<file path="src/rtl/n64_readcmd_tx.sv">
// N64 controller link command transmitter: sends the poll byte and stop bit on the
// open-drain line, then opens the receiver's response window.
module n64_readcmd_tx #(
    parameter int          POLL_CYCLES = 66667,
    parameter int          RESP_CYCLES = 600,
    parameter logic [7:0]  CMD         = 8'h01
) (
    input  logic       clk_4M,
    input  logic       reset,
    input  logic       poll_en,
    output logic       dout_oe,
    output logic       rx_enable,
    output logic       busy,
    output logic       frame_done,
    output logic [1:0] state_dbg
);

    localparam int IW = $clog2(POLL_CYCLES + 1);
    localparam int RW = $clog2(RESP_CYCLES + 1);
    localparam int PW = (RW > 3) ? RW : 3;

    typedef enum logic [1:0] {
        S_IDLE = 2'd0,
        S_CMD  = 2'd1,
        S_STOP = 2'd2,
        S_RESP = 2'd3
    } state_t;

    state_t          state, state_n;
    logic [IW-1:0]   idle_cnt, idle_n;
    logic [3:0]      slot_cnt, slot_n;
    logic [2:0]      bit_idx, bit_n;
    logic [PW-1:0]   phase_cnt, phase_n;
    logic            oe_n, rx_n, fd_n;

    always_ff @(posedge clk_4M or posedge reset) begin
        if (reset) begin
            state      <= S_IDLE;
            idle_cnt   <= '0;
            slot_cnt   <= '0;
            bit_idx    <= '0;
            phase_cnt  <= '0;
            dout_oe    <= 1'b0;
            rx_enable  <= 1'b0;
            frame_done <= 1'b0;
        end else begin
            state      <= state_n;
            idle_cnt   <= idle_n;
            slot_cnt   <= slot_n;
            bit_idx    <= bit_n;
            phase_cnt  <= phase_n;
            dout_oe    <= oe_n;
            rx_enable  <= rx_n;
            frame_done <= fd_n;
        end
    end

    always_comb begin
        state_n = state;
        idle_n  = idle_cnt;
        slot_n  = slot_cnt;
        bit_n   = bit_idx;
        phase_n = phase_cnt;
        fd_n    = 1'b0;
        case (state)
            S_IDLE: begin
                // The frame_done cycle is not counted, so the idle gap restarts after it.
                if (!poll_en) begin
                    idle_n = '0;
                end else if (frame_done) begin
                    idle_n = '0;
                end else if (idle_cnt == IW'(POLL_CYCLES - 1)) begin
                    state_n = S_CMD;
                    idle_n  = '0;
                    slot_n  = '0;
                    bit_n   = 3'd7;
                end else begin
                    idle_n = idle_cnt + 1'b1;
                end
            end
            S_CMD: begin
                slot_n = slot_cnt + 1'b1;
                if (slot_cnt == 4'd15) begin
                    if (bit_idx == 3'd0) begin
                        state_n = S_STOP;
                        phase_n = '0;
                    end else begin
                        bit_n = bit_idx - 1'b1;
                    end
                end
            end
            S_STOP: begin
                phase_n = phase_cnt + 1'b1;
                if (phase_cnt == PW'(7)) begin
                    state_n = S_RESP;
                    phase_n = '0;
                end
            end
            S_RESP: begin
                phase_n = phase_cnt + 1'b1;
                if (phase_cnt == PW'(RESP_CYCLES - 1)) begin
                    state_n = S_IDLE;
                    phase_n = '0;
                    fd_n    = 1'b1;
                end
            end
            default: state_n = S_IDLE;
        endcase
    end

    // Outputs are registered from the next-state view so the line moves on cycle 0.
    always_comb begin
        oe_n = 1'b0;
        rx_n = 1'b0;
        case (state_n)
            S_CMD:   oe_n = CMD[bit_n] ? (slot_n < 4'd4) : (slot_n < 4'd12);
            S_STOP:  oe_n = (phase_n < PW'(4));
            S_RESP:  rx_n = 1'b1;
            default: oe_n = 1'b0;
        endcase
    end

    assign busy      = (state != S_IDLE);
    assign state_dbg = state;

endmodule

</file>
<file path="config.mk">
export PLATFORM = sky130hd
export DESIGN_NAME = n64_readcmd_tx
export DESIGN_NICKNAME = d
export VERILOG_FILES = /design/src/rtl/n64_readcmd_tx.sv
export SDC_FILE = /design/constraint.sdc
export NUM_CORES = 1
export LEC_CHECK = 0
export BUFFER_PORTS_ARGS = -buffer_cell sky130_fd_sc_hd__buf_2
export CORE_ASPECT_RATIO = 0.8
export CORE_UTILIZATION = 56
export CTS_CLUSTER_SIZE = 28
export DETAILED_ROUTE_END_ITERATION = 16
export PLACE_DENSITY_LB_ADDON = 0.2
export SYNTH_ARGS = -nofsm -noshare
export SYNTH_HDL_FRONTEND = slang
export SYNTH_SLANG_ARGS = --single-unit
</file>
<file path="constraint.sdc">
create_clock -name clk_4M -period 4.2 [get_ports clk_4M]
set_input_delay 0.21 -clock clk_4M [delete_from_list [all_inputs] [get_ports clk_4M]]
set_output_delay 0.21 -clock clk_4M [all_outputs]
set_load 0.05 [all_outputs]
</file>
# Yosys cells after proc, flatten, opt, wreduce, memory -nomap -nowiden
# Memories as Yosys holds them, arrays and structs flattened.
# Index checks and enable logic that the tools add are counted.
# word_totals
register_bits	39
mem_bits_ro	8
wordCells	62
n_memories	1
# op_classes
n_addsub	4
magnitude_cmp	4
n_eq_ne	10
n_mux	32
n_reduce_logical	3
# mem_list
name	words	width	rd	rd_clocked_by_memory_dff	wr	line	text
(name not given)	8	1	1	0	0	116	S_CMD: oe_n = CMD[bit_n] ? (slot_n < 4'd4) : (slot_n < 4'd12);
# op_table
cell	count
2-to-1 mux 17 bit	3
2-to-1 mux 10 bit	4
one-hot mux 10 bit (3 select lines)	1
adder 17 x 1 -> 17 bit, second input constant	1
equality test 17 bit, second input constant	1
2-to-1 mux 3 bit	5
2-to-1 mux 2 bit	7
2-to-1 mux 4 bit	3
adder 10 x 1 -> 10 bit, second input constant	1
equality test 10 bit, second input constant	1
equality test 10 x 3 -> 1 bit, second input constant	1
less-than comparator 10 x 3 -> 1 bit, second input constant	1
equality test 2 bit, second input constant	4
one-hot mux 2 bit (4 select lines)	1
one-hot mux 4 bit (2 select lines)	1
one-hot mux 3 bit (2 select lines)	1
2-to-1 mux 1 bit	5
adder 4 x 1 -> 4 bit, second input constant	1
equality test 2 x 1 -> 1 bit, second input constant	2
equality test 4 bit, second input constant	1
less-than comparator 3 x 4 -> 1 bit, second input constant	1
less-than comparator 4 x 3 -> 1 bit, second input constant	1
less-than comparator 4 bit, second input constant	1
logical NOT 3 bit	1
4 further kinds	4

# Depth between registers and ports, before layout
# Gate-level depths: netlist of the first run.
# logic_depth
word_depth	9
depth_mapped	12
depth_no_buf	12

# Worst setup path after synthesis of the first run
# Ideal clock, no wire load.
# synth_path
path_kind	register to register
start	register idle_cnt[0]
end	register dout_oe
setup_ns	0.066
arrival_ns	2.391
required_ns	4.134
setup_slack_ns	1.743
path_stages_with_launch	13
path_buffers	0
period_less_slack_ns	2.457
path_cell_list	dfrtp_1 -> inv_1 -> ha_1 -> nor4bb_1 -> nand4_1 -> nor3b_1 -> nor2_1 -> o21a_1 -> ha_1 -> inv_1 -> o311ai_0 -> a211oi_1 -> a31o_1
# synth_via
elab_chain_len	9
elab_cells_between_ends	21
# synth_lines
element	line	text
from (decl)	30	logic [IW-1:0] idle_cnt, idle_n;
from (signal assigned)	48	idle_cnt <= idle_n;
equality test 17 bit *	72	end else if (idle_cnt == IW'(POLL_CYCLES - 1)) begin
2-to-1 mux 3 bit	72	
2-to-1 mux 3 bit	70	end else if (frame_done) begin
2-to-1 mux 3 bit	68	if (!poll_en) begin
one-hot mux 3 bit (2 select lines)	65	case (state)
memory read (8 x 1 bit)	-	
2-to-1 mux 1 bit (not written as such)	116	
2-to-1 mux 1 bit	116	
one-hot mux 1 bit (2 select lines) *	115	case (state_n)
via oe_n	34	logic oe_n, rx_n, fd_n;
to (signal assigned)	52	dout_oe <= oe_n;
to (decl)	11	output logic dout_oe,
# The timed path passes the listed nets; every way through them passes the cells marked *. The select of a mux whose other input is x is not followed.
# A chain may end at the register's enable or synchronous reset.

# Worst setup path in the final report of the first run
# layout_path
start	register idle_cnt[0]
end	register dout_oe
# layout_via
elab_cells_between_ends	21
# layout_lines
element	line	text
equality test 17 bit *	72	
2-to-1 mux 2 bit *	72	
2-to-1 mux 2 bit *	70	
2-to-1 mux 2 bit *	68	
one-hot mux 2 bit (4 select lines) *	65	
via state_n[0]	29	state_t state, state_n;
equality test 2 bit / equality test 2 x 1 -> 1 bit (equally long branches)	115	
one-hot mux 1 bit (2 select lines) *	115	
via oe_n	34	
# Marked as above.

==> key figures, run 1 <==
Detailed routing
  • Met3 wire length: 355 um
  • Top Layer Used: met4
  • Met1 wire length: 2.57 mm
  • DRT iter0 DRCs: 186
  • Met2 WL: 1.84 mm
  • Via count: 1867
  • Via density: 5.96
  • WL final: 4.84 mm
  • Drc violations: 0
  • Routed wire per std cell: 15.5 um
  • Drt pass-1 iters: 4
  • Final antenna-violating net count: 0

Worst setup path
  • R2R cell count: 11
  • Slowest stage cell, crit path: dfrtp_1
  • Cells along the critical path: inv_1, ha_1, nor4bb_1, nand4_1, nor3b_1, nor2_1, o21ai_0, ha_1, o311ai_0, a211oi_1, a31o_1
  • Crit path max fanout: 9
  • Delay of the slowest cell on the worst path: 0.40 ns
  • WP data arrival: 3.15 ns
  • Critical Path Sink Type: register
  • Crit path launch: idle_cnt[0]
  • Crit start category: register
  • Reg-to-reg slack, setup: 1.28 ns
  • R2R Path Start: idle_cnt[0]
  • RR Endpoint: dout_oe
  • Crit Path Class: register to register
  • CP Data Required Time: 4.43 ns
  • CP most frequent cell: ha_1

STA
  • Fin. Hold Viols: 0
  • Finish-stage setup viols: 0
  • Slew headroom: 37.3%
  • Max Fclk: 342 MHz
  • Minimum clock period: 2.92 ns
  • Final slew viol count: 0
  • Final Skew: 0.00632 ns
  • Unrepaired setup endpoints after global routing: false
  • Final period util: 69.6%
  • Slew @ Worst Pin: 0.940 ns
  • TNS Setup: 0 ns

Placed design
  • Detailed Place HPWL: 3.57 mm
  • Placer Congestion: 0.932
  • PortBufs: 8

Synth
  • Leading cell types by count after synthesis: dfrtp_1, nor2_1, nand2_1
  • Most common cell in the synthesized netlist: dfrtp_1
  • Sequential element share of the synthesized area: 42.7%
  • Synth Cell Area: 2280 um2
  • Yosys top cell area share: 42.7%
  • Synth Instances: 247
  • FF+latch count, synth: 39
  • Area leader, netlist: dfrtp_1
  • Async SR Flop Fraction: 100%
  • Syn Nets: 259
  • Synth unique cells: 54
  • Top_reg_cell synth: dfrtp_1
  • Largest cells by area after synthesis: dfrtp_1, ha_1, nor2_1
  • Syn_area_per_cell: 9.25 um2
  • EDFF count, synth: 0
  • Syn. warnings: 0

Global route
  • Pin count of the biggest net entering global routing: 40
  • Initial antenna violation count: 0
  • Vias in the first global route: 1639
  • Total grt overflow: 0
  • Global-route wire length before repair: 8.24 mm
  • Gr usage total: 25.8%

Final layout
  • Layout Nets: 269
  • Synthesis-to-finish area growth: 7.34%
  • Antenna Diode Count: 0
  • Share of cells above drive strength 1: 12.0%
  • Fillers: 325

Clock tree
  • Worst-skew pair later-pin latency: 0.30 ns
  • Clk slew on worst S/H paths: 0.07 ns
  • Post-CTS setup buffers: 0
  • Post-CTS resize count: 0
  • H-tree depth: 2
  • CTS Buf Count: 5
  • Hold_buf cts: 0
  • Clock Sinks: 39
  • Clk buf depth: 2
  • CTS root buf: clkbuf_8
  • CTS tree: built

Pwr
  • Total Power: 663 uW
  • Pwr dens: 270 nW/um2
  • Leak Pwr: 1.07 nW
  • Max rail drop VDD: 0.000211 V

Flow run
  • Max_cap viols: 0

Floorplan
  • I/O Pins: 9
  • Die Area: 4340 um2
  • Die width: 73.4 um
  • Initial Utilization: 59.3%
  • Core ar.: 3850 um2
  • Die Ht: 59.1 um
  • FP Rows: 20

Min path
  • Worst Hold Class: input pin to async pin

Status
  • Status: finished, final reports clean
-- report_power, final --
part | switching (mW) | internal [mW]
sequential | 0 | 0.375
combinational | 0.00870 | 0.00180
clock | 0.128 | 0.150
total | 0.136 | 0.527
-- stage by stage --
stage	instances	hold slack [ns]	util [%]	worst slack [ns]	cell area, um2
3_3_place_gp	305	0.350	61.0	1.55	2350
2_1_floorplan	247	0.415	-	1.74	2280
3_5_place_dp	305	0.361	61.0	1.35	2350
5_1_grt	313	0.0678	63.6	0.952	2450
4_1_cts	313	0.0349	63.6	1.32	2450
6_report	313	0.0160	63.6	1.28	2450
-- how the worst max path moves through the flow --
stage / depth (start not counted) / to
floorplan: 12 / dout_oe
global placement: 11 / dout_oe
detailed placement: 11 / dout_oe
CTS: 11 / dout_oe
global route: 11 / dout_oe
finish: 11 / dout_oe
-- critical path, delay by kind of cell, from the launching register on --
family          cells  cell delay, ns
compound gates      4            0.85
flops               1            0.40
fa+ha+maj           2            0.40
buf+inv             1            0.09
simple gates        4            1.12
-- cells in the final DEF, fill, tap and decap left out, drive strengths merged, types with 3 or more instances in the layout --
| master | count |
|---|---|
| xor2 | 9 |
| ha | 9 |
| nor4bb | 5 |
| buf | 10 |
| nand3 | 15 |
| nor3 | 9 |
| clkbuf | 8 |
| dfrtp | 39 |
| and3 | 5 |
| nor4 | 8 |
| a31oi | 3 |
| a21oi | 9 |
| xnor2 | 3 |
| inv | 13 |
| nor2 | 23 |
| or3 | 3 |
| o21ai | 16 |
| nand2 | 23 |
| a211oi | 3 |
| nand4 | 12 |
-- registers in the layout, indices dropped and copies added, names as in the netlist --
register,cells
frame_done,1
state_dbg,2
idle_cnt,17
bit_idx,3
slot_cnt,4
dout_oe,1
rx_enable,1
phase_cnt,10
-- cell type report --
type                            count  area, um2  area share (%)
Tap cell                           55       68.8            2.81
Timing Repair Buffer               10       55.1            2.24
Sequential cell                    39        976            39.8
Inverter                           13       48.8            1.99
Clock buffer                        8        100            4.08
Multi-Input combinational cell    188       1200            49.1
-- layer usage --
layer / GRT usage, % / vias up
li1: - / 928
met1: 43.0 / 861
met2: 30.0 / 69
met3: 7.31 / 9
met4: 9.62 / 0
met5: 0 / -
-- logic make-up (layout without fill, tap and decap cells) --
kind of cell | after synthesis | in the layout | synth area share [%]
AO/OA/AOI/OAI | 50 | 50 | 14.7
XOR/XNOR | 12 | 12 | 4.60
adder cells (fa/ha/maj) | 9 | 9 | 4.93
buffers and inverters | 20 | 31 | 4.60
flip-flops | 39 | 39 | 42.7
multiplexers | 2 | 2 | 0.986
AND/OR/NAND/NOR | 115 | 115 | 27.5
(Power assumes the default switching activity.)
==> inputs of run 2 (changes only) <==
--- a/config.mk
+++ b/config.mk
@@ -7,7 +7,7 @@
 export LEC_CHECK = 0
 export BUFFER_PORTS_ARGS = -buffer_cell sky130_fd_sc_hd__buf_2
 export CORE_ASPECT_RATIO = 0.8
-export CORE_UTILIZATION = 56
+export CORE_UTILIZATION = 55
 export CTS_CLUSTER_SIZE = 28
 export DETAILED_ROUTE_END_ITERATION = 16
 export PLACE_DENSITY_LB_ADDON = 0.2
==> constraint.sdc (replaced) <==
create_clock -name clk_4M -period 2.3 [get_ports clk_4M]
set_input_delay 0.115 -clock clk_4M [delete_from_list [all_inputs] [get_ports clk_4M]]
set_output_delay 0.115 -clock clk_4M [all_outputs]
set_load 0.05 [all_outputs]
==> key figures, run 2 (synthesis results as in run 1) <==
Status
  • Status: complete, but fails checks
  • Failing checks: negative setup slack

Floorplan
  • FP Rows: 20 (unchanged)
  • I/O Pins: 9 (unchanged)
  • Die width: 74.1 um (+0.89%)
  • Die Ht: 59.6 um (+0.87%)
  • Initial Utilization: 58.9% (-0.38 points)
  • Core ar.: 3880 um2 (+0.65%)
  • Die Area: 4420 um2 (+1.8%)

STA
  • Final slew viol count: 0 (unchanged)
  • Final worst setup slack: -0.0931 ns (-1.37 ns)
  • Finish-stage setup viols: 1 (+1)
  • Fin. Hold Viols: 0 (unchanged)
  • Final period util: 104% (+34 points)
  • Slew headroom: 67.0% (+30 points)
  • Unrepaired setup endpoints after global routing: true
  • Hold WS: 0.344 ns (+0.328 ns)
  • Max Fclk: 418 MHz (+22%)
  • Minimum clock period: 2.39 ns (-0.529 ns)
  • Slew @ Worst Pin: 0.494 ns (-0.447 ns)
  • Final Skew: 0.00382 ns (-0.00250 ns)

Placed design
  • Placer Congestion: 0.934 (+0.19%)
  • PortBufs: 8 (unchanged)
  • Detailed Place HPWL: 4.00 mm (+12%)
  • Placed Cells: 338 (+11%)

Final layout
  • Biggest register: idle_cnt
  • Regs by FF count: idle_cnt: 17 flops, phase_cnt: 10 flops, slot_cnt: 4 flops
  • Most frequent cells in the layout: dfrtp_1, buf_4, nor2_1
  • Synthesis-to-finish area growth: 22.7%
  • Share of cells above drive strength 1: 27.5% (+15 points)
  • Finished Layout Cells: 350 (+12%)
  • Layout Nets: 306 (+14%)
  • Antenna Diode Count: 0 (unchanged)
  • Max reg flops: 17 (unchanged)

Worst setup path
  • Crit start category: register
  • Crit Path Class: register to register
  • Critical Path Sink Type: register
  • Crit path max fanout: 5 (-4)
  • Crit path to: dout_oe
  • WP data arrival: 2.58 ns (-0.57 ns)
  • Crit path launch: phase_cnt[5]
  • CP Data Required Time: 2.49 ns (-1.94 ns)
  • RR Endpoint: dout_oe
  • R2R cell count: 11 (unchanged)
  • R2R Path Start: phase_cnt[5]
  • Reg-to-reg slack, setup: -0.09 ns (-1.37 ns)

Clock tree
  • CTS Buf Count: 5 (unchanged)
  • Clk slew on worst S/H paths: 0.07 ns (about the same)
  • CTS root buf: clkbuf_8
  • H-tree depth: 2 (unchanged)
  • CTS tree: built
  • Clk buf depth: 2 (unchanged)
  • Clock Sinks: 39 (unchanged)
  • Worst-skew pair later-pin latency: 0.30 ns (about the same)

Pwr
  • Leak Pwr: 1.24 nW (+17%)
  • Pwr dens: 415 nW/um2 (+53%)
  • Sequential fraction of design power: 58.9% (+2.3 points)
  • Comb power frac: 1.8% (+0.2 points)
  • Max rail drop VDD: 0.000236 V (+12%)
  • Clock power frac: 39.3% (-2.5 points)
  • Total Power: 1.16 mW (+75%)
  • Net Sw Power: 261 uW (+91%)
  • Net Sw Frac: 22.4% (+1.8 points)
  • P_int: 902 uW (+71%)

Global route
  • Gr usage total: 28.4% (+2.5 points)
  • Global-route wire length before repair: 9.16 mm (+11%)
  • Vias in the first global route: 1823 (+11%)
  • Pin count of the biggest net entering global routing: 40 (unchanged)
  • Total grt overflow: 0 (unchanged)
  • Initial antenna violation count: 0 (unchanged)

Detailed routing
  • Drc violations: 0 (unchanged)
  • Drt pass-1 iters: 4 (unchanged)
  • Final antenna-violating net count: 0 (unchanged)
  • Via density: 5.85 (-1.9%)
  • DRT iter0 DRCs: 171 (-8.1%)
  • Routed wire per std cell: 16.2 um (+4.7%)
  • WL final: 5.67 mm (+17%)
  • Via count: 2047 (+9.6%)

Flow run
  • Max_cap viols: 0 (unchanged)

Min path
  • Worst Hold Class: input pin to register
## run 2: changes by cell type in the layout (fill, tap and decap cells not counted), sizes merged
cell	delta
buf	+36
inv	-1
clkinv	+1
dlygate4sd3	+1
clkbuf	-1
clkinvlp	+1
## run 2: critical path, stage by stage, from the launching register on
cell and delay [ns]:
dfrtp_1 0.38, or4_4 0.58, nor4_2 0.23, nor2_1 0.07, o21ai_1 0.13, nand2_1 0.08
o21a_1 0.14, ha_4 0.27, inv_2 0.04, nand3b_1 0.10, nor4_2 0.04, a31o_1 0.22
## run 2: per-stage QoR
| step | instance area (um2) | setup slack (ns) | utilization [%] | setup TNS (ns) |
|---|---|---|---|---|
| global route | 2800 | -0.166 | 72.3 | -0.166 |
| detailed placement | 2610 | -0.107 | 67.3 | -0.107 |
| CTS | 2750 | -0.0695 | 70.9 | -0.0695 |
| finish | 2800 | -0.0931 | 72.3 | -0.0931 |
| floorplan | 2300 | -0.0391 | - | -0.0391 |
| global placement | 2610 | -0.0600 | 67.3 | -0.0600 |
## run 2: repair_timing
item	in CTS	in global routing
endpoints found under the hold margin	39	0
buffers inserted	1	2
gates resized for setup	9	9
endpoints found under the setup margin	1	1
hold buffers	1	0
pin swaps	4	10
## run 2: layout make-up
| type | instances | area (um2) |
|---|---|---|
| repair buffers | 47 | 335 |
| fillers | 288 | 1080 |
| inverters | 13 | 52.6 |
| multi-input cells | 188 | 1290 |
| clock buffers | 7 | 76.3 |
| clock inverters | 1 | 5.00 |
| well taps | 55 | 68.8 |
| flip-flops and latches | 39 | 977 |
## run 2: how the worst min path moves through the flow
stage / from / to / slack, ns / cells after the start
2_1_floorplan: reset / bit_idx[0] / 0.32 / 1
3_3_place_gp: reset / idle_cnt[10] / 0.26 / 3
3_5_place_dp: reset / idle_cnt[10] / 0.26 / 3
4_1_cts: poll_en / idle_cnt[4] / 0.34 / 4
5_1_grt: poll_en / idle_cnt[4] / 0.37 / 4
6_report: poll_en / idle_cnt[4] / 0.34 / 4
## run 2: per-layer routing
metal,vias to the layer above,routed length [um],part of all wire [%],GRT usage (%)
met2,66,2290,40,36.4
met1,978,2960,52,46.6
met4,0,45,0.79,7.97
li1,996,-,-,-
met5,-,0,0,0
met3,7,376,6.6,5.78
## run 2: power by group through the flow
stage	Sequential, mW	Combinational [mW]	Clock, mW
5_1_grt	0.685	0.0246	0.487
3_5_place_dp	0.699	0.0206	0
6_report	0.685	0.0209	0.457
3_3_place_gp	0.699	0.0206	0
2_1_floorplan	0.699	0.0126	0
4_1_cts	0.685	0.0219	0.462
==> inputs of run 3 (changes only) <==
--- a/config.mk
+++ b/config.mk
@@ -5,9 +5,10 @@
 export SDC_FILE = /design/constraint.sdc
 export NUM_CORES = 1
 export LEC_CHECK = 0
+export ABC_AREA = 1
 export BUFFER_PORTS_ARGS = -buffer_cell sky130_fd_sc_hd__buf_2
 export CORE_ASPECT_RATIO = 0.8
-export CORE_UTILIZATION = 55
+export CORE_UTILIZATION = 56
 export CTS_CLUSTER_SIZE = 28
 export DETAILED_ROUTE_END_ITERATION = 16
 export PLACE_DENSITY_LB_ADDON = 0.2
==> constraint.sdc (replaced) <==
create_clock -name clk_4M -period 2.3 [get_ports clk_4M]
set_input_delay 0.46 -clock clk_4M [delete_from_list [all_inputs] [get_ports clk_4M]]
set_output_delay 0.46 -clock clk_4M [all_outputs]
set_load 0.05 [all_outputs]
==> key figures, run 3 <==
STA
  • Hold WS: 0.270 ns (-0.0736 ns)
  • Final slew viol count: 0 (unchanged)
  • TNS Setup: 0 ns (+0.0931 ns)
  • Slew headroom: 67.8% (+0.72 points)
  • Unrepaired setup endpoints after global routing: false
  • Final Skew: 0.00961 ns (+0.00579 ns)
  • Fin. Hold Viols: 0 (unchanged)
  • Minimum clock period: 2.07 ns (-0.321 ns)
  • Max Fclk: 483 MHz (+16%)
  • Finish-stage setup viols: 0 (-1)
  • Final period util: 90.1% (-14 points)
  • Slew @ Worst Pin: 0.484 ns (-0.00975 ns)

Final layout
  • Regs by FF count: idle_cnt: 17 flops, phase_cnt: 10 flops, slot_cnt: 4 flops
  • Antenna Diode Count: 0 (unchanged)
  • Synthesis-to-finish area growth: 10.0%
  • Most frequent cells in the layout: nand2_1, nor2_1, inv_1
  • Share of cells above drive strength 1: 14.0% (-13 points)
  • Fillers: 384 (+33%)
  • Finished Layout Cells: 407 (+16%)
  • Max reg flops: 17 (unchanged)
  • Reg area: 976 um2 (-0.13%)
  • Area of the multi-input gates: 1280 um2 (-0.39%)
  • Layout Nets: 361 (+18%)
  • Commonest non-fill, non-tap cell in the layout: nand2_1
  • Biggest register: idle_cnt

Worst setup path
  • CP Data Required Time: 2.52 ns (+0.03 ns)
  • Critical Path Sink Type: register
  • Crit path max fanout: 10 (+5)
  • WP data arrival: 2.29 ns (-0.29 ns)
  • Crit start category: register
  • Crit Path Class: register to register

Floorplan
  • FP Rows: 21 (+5.0%)
  • Initial Utilization: 58.9% (about the same)
  • Die Ht: 61.5 um (+3.1%)
  • Die width: 76.3 um (+3.1%)
  • Die Area: 4690 um2 (+6.2%)
  • I/O Pins: 9 (unchanged)
  • Core ar.: 4200 um2 (+8.4%)

Detailed routing
  • Routed wire per std cell: 12.7 um (-22%)
  • Via count: 2133 (+4.2%)
  • WL final: 5.15 mm (-9.2%)
  • Drc violations: 0 (unchanged)
  • DRT iter0 DRCs: 195 (+14%)
  • Final antenna-violating net count: 0 (unchanged)
  • Drt pass-1 iters: 4 (unchanged)
  • Via density: 5.24 (-10%)

Pwr
  • Clock power frac: 48.0% (+8.7 points)
  • Comb power frac: 2.4% (+0.6 points)
  • Leak Pwr: 1.43 nW (+15%)
  • Net Sw Power: 272 uW (+4.3%)
  • Sequential fraction of design power: 49.6% (-9.3 points)
  • P_int: 1.13 mW (+25%)
  • Total Power: 1.40 mW (+21%)
  • Pwr dens: 515 nW/um2 (+24%)
  • Max rail drop VDD: 0.000630 V (+170%)
  • Net Sw Frac: 19.4% (-3.0 points)

Synth
  • Syn_area_per_cell: 7.37 um2 (-20%)
  • Syn. warnings: 0 (unchanged)
  • Async SR Flop Fraction: 100% (unchanged)
  • Synth Cell Area: 2480 um2 (+8.4%)
  • Synth unique cells: 35 (-35%)
  • Largest cells by area after synthesis: dfrtp_1, nand2_1, nor2_1
  • Most common cell in the synthesized netlist: nand2_1
  • Syn Nets: 348 (+34%)
  • Area leader, netlist: dfrtp_1
  • Synth Instances: 336 (+36%)
  • Top_reg_cell synth: dfrtp_1
  • Yosys top cell area share: 39.4% (-3.3 points)
  • FF+latch count, synth: 39 (unchanged)
  • Leading cell types by count after synthesis: nand2_1, nor2_1, inv_1
  • Sequential element share of the synthesized area: 39.4% (-3.3 points)
  • EDFF count, synth: 0 (unchanged)

Global route
  • Total grt overflow: 0 (unchanged)
  • Gr usage total: 24.7% (-3.6 points)
  • Vias in the first global route: 1830 (+0.38%)
  • Global-route wire length before repair: 8.80 mm (-3.9%)
  • Pin count of the biggest net entering global routing: 40 (unchanged)
  • Initial antenna violation count: 0 (unchanged)

Placed design
  • Placed Cells: 399 (+18%)
  • PortBufs: 8 (unchanged)
  • Placer Congestion: 0.873 (-6.5%)
  • Detailed Place HPWL: 3.93 mm (-1.7%)

Clock tree
  • Worst-skew pair later-pin latency: 0.29 ns (about the same)
  • H-tree depth: 2 (unchanged)
  • CTS tree: built
  • CTS Buf Count: 5 (unchanged)
  • Clk slew on worst S/H paths: 0.08 ns (about the same)
  • Hold_buf cts: 0 (-1)
  • Post-CTS resize count: 0 (-9)
  • Clk buf depth: 2 (unchanged)
  • Post-CTS setup buffers: 0 (-1)
  • CTS root buf: clkbuf_8
  • Clock Sinks: 39 (unchanged)

Min path
  • Worst Hold Class: input pin to async pin

Status
  • Status: finished, final reports clean

Flow run
  • Max_cap viols: 0 (unchanged)
[run 3: cell types whose count changed in the layout (fill, tap and decap cells not counted), sizes merged, moves of 9 or more]
| cell | change |
|---|---|
| buf | -35 |
| inv | +38 |
| nand2 | +59 |
| nand3 | +10 |
| nor2 | +35 |
| o21ai | -9 |
[run 3: stage by stage]
step / setup slack [ns] / instance area, um2 / utilization, %
global route: 0.00331 / 2720 / 64.8
floorplan: 0.182 / 2480 / -
CTS: 0.206 / 2720 / 64.7
detailed placement: 0.257 / 2580 / 61.4
global placement: 0.338 / 2580 / 61.4
finish: 0.228 / 2720 / 64.8
[run 3: metal layers]
metal	global-route usage, %	wire [um]	vias to the layer above	part of all wire (%)
met5	0	0	-	0
met4	6.59	52	0	1.0
met3	5.19	353	7	6.9
met2	35.4	2060	63	40
met1	37.8	2680	960	52
li1	-	-	1103	-
[run 3: kinds of logic (layout without fill, tap and decap cells)]
logic type                 Yosys count  in the layout  share of synthesized area, %
and+or+nand+nor                    191            191                          35.8
AOI/OAI and AO/OA                   32             32                          8.09
DFF                                 39             39                          39.4
xor gates and xnor gates             9              9                          3.18
buffers and inverters               56             70                          8.99
adders and majority gates            9              9                          4.55
[run 3: worst paths after layout]
path / to / depth (start not counted) / from / slack [ns]
max reg2reg: dout_oe / 12 / slot_cnt[0] / 0.23
min: phase_cnt[1] / 3 / reset / 0.27
min reg2reg: slot_cnt[0] / 1 / slot_cnt[0] / 0.51
min in group clk_4M: slot_cnt[0] / 1 / slot_cnt[0] / 0.51
max: dout_oe / 12 / slot_cnt[0] / 0.23
max in group asynchronous: idle_cnt[8] / 3 / reset / 1.69
[run 3: power by group through the flow]
stage          Sequential (mW)  Clock (mW)  Combinational [mW]
6_report                 0.695       0.673              0.0340
2_1_floorplan            0.707           0              0.0253
4_1_cts                  0.695       0.690              0.0353
3_3_place_gp             0.709           0              0.0349
3_5_place_dp             0.709           0              0.0352
5_1_grt                  0.696       0.718              0.0413
[run 3: layout make-up]
type	count	area share (%)
clock inverter	3	2.48
multi-input combinational	241	47.1
clock buffer	5	2.53
tap	57	2.62
timing repair buffer	11	2.30
inverter	51	7.17
sequential	39	35.8
[run 3: critical path: stages, from the launching register on]
cell,delay [ns]
dfrtp_1,0.39
ha_1,0.22
nand3_2,0.14
o21ai_2,0.22
nand2_4,0.13
inv_1,0.09
o21ai_0,0.11
inv_1,0.12
ha_1,0.17
nand3_1,0.07
nor2_1,0.11
nand3_1,0.09
a21oi_2,0.13
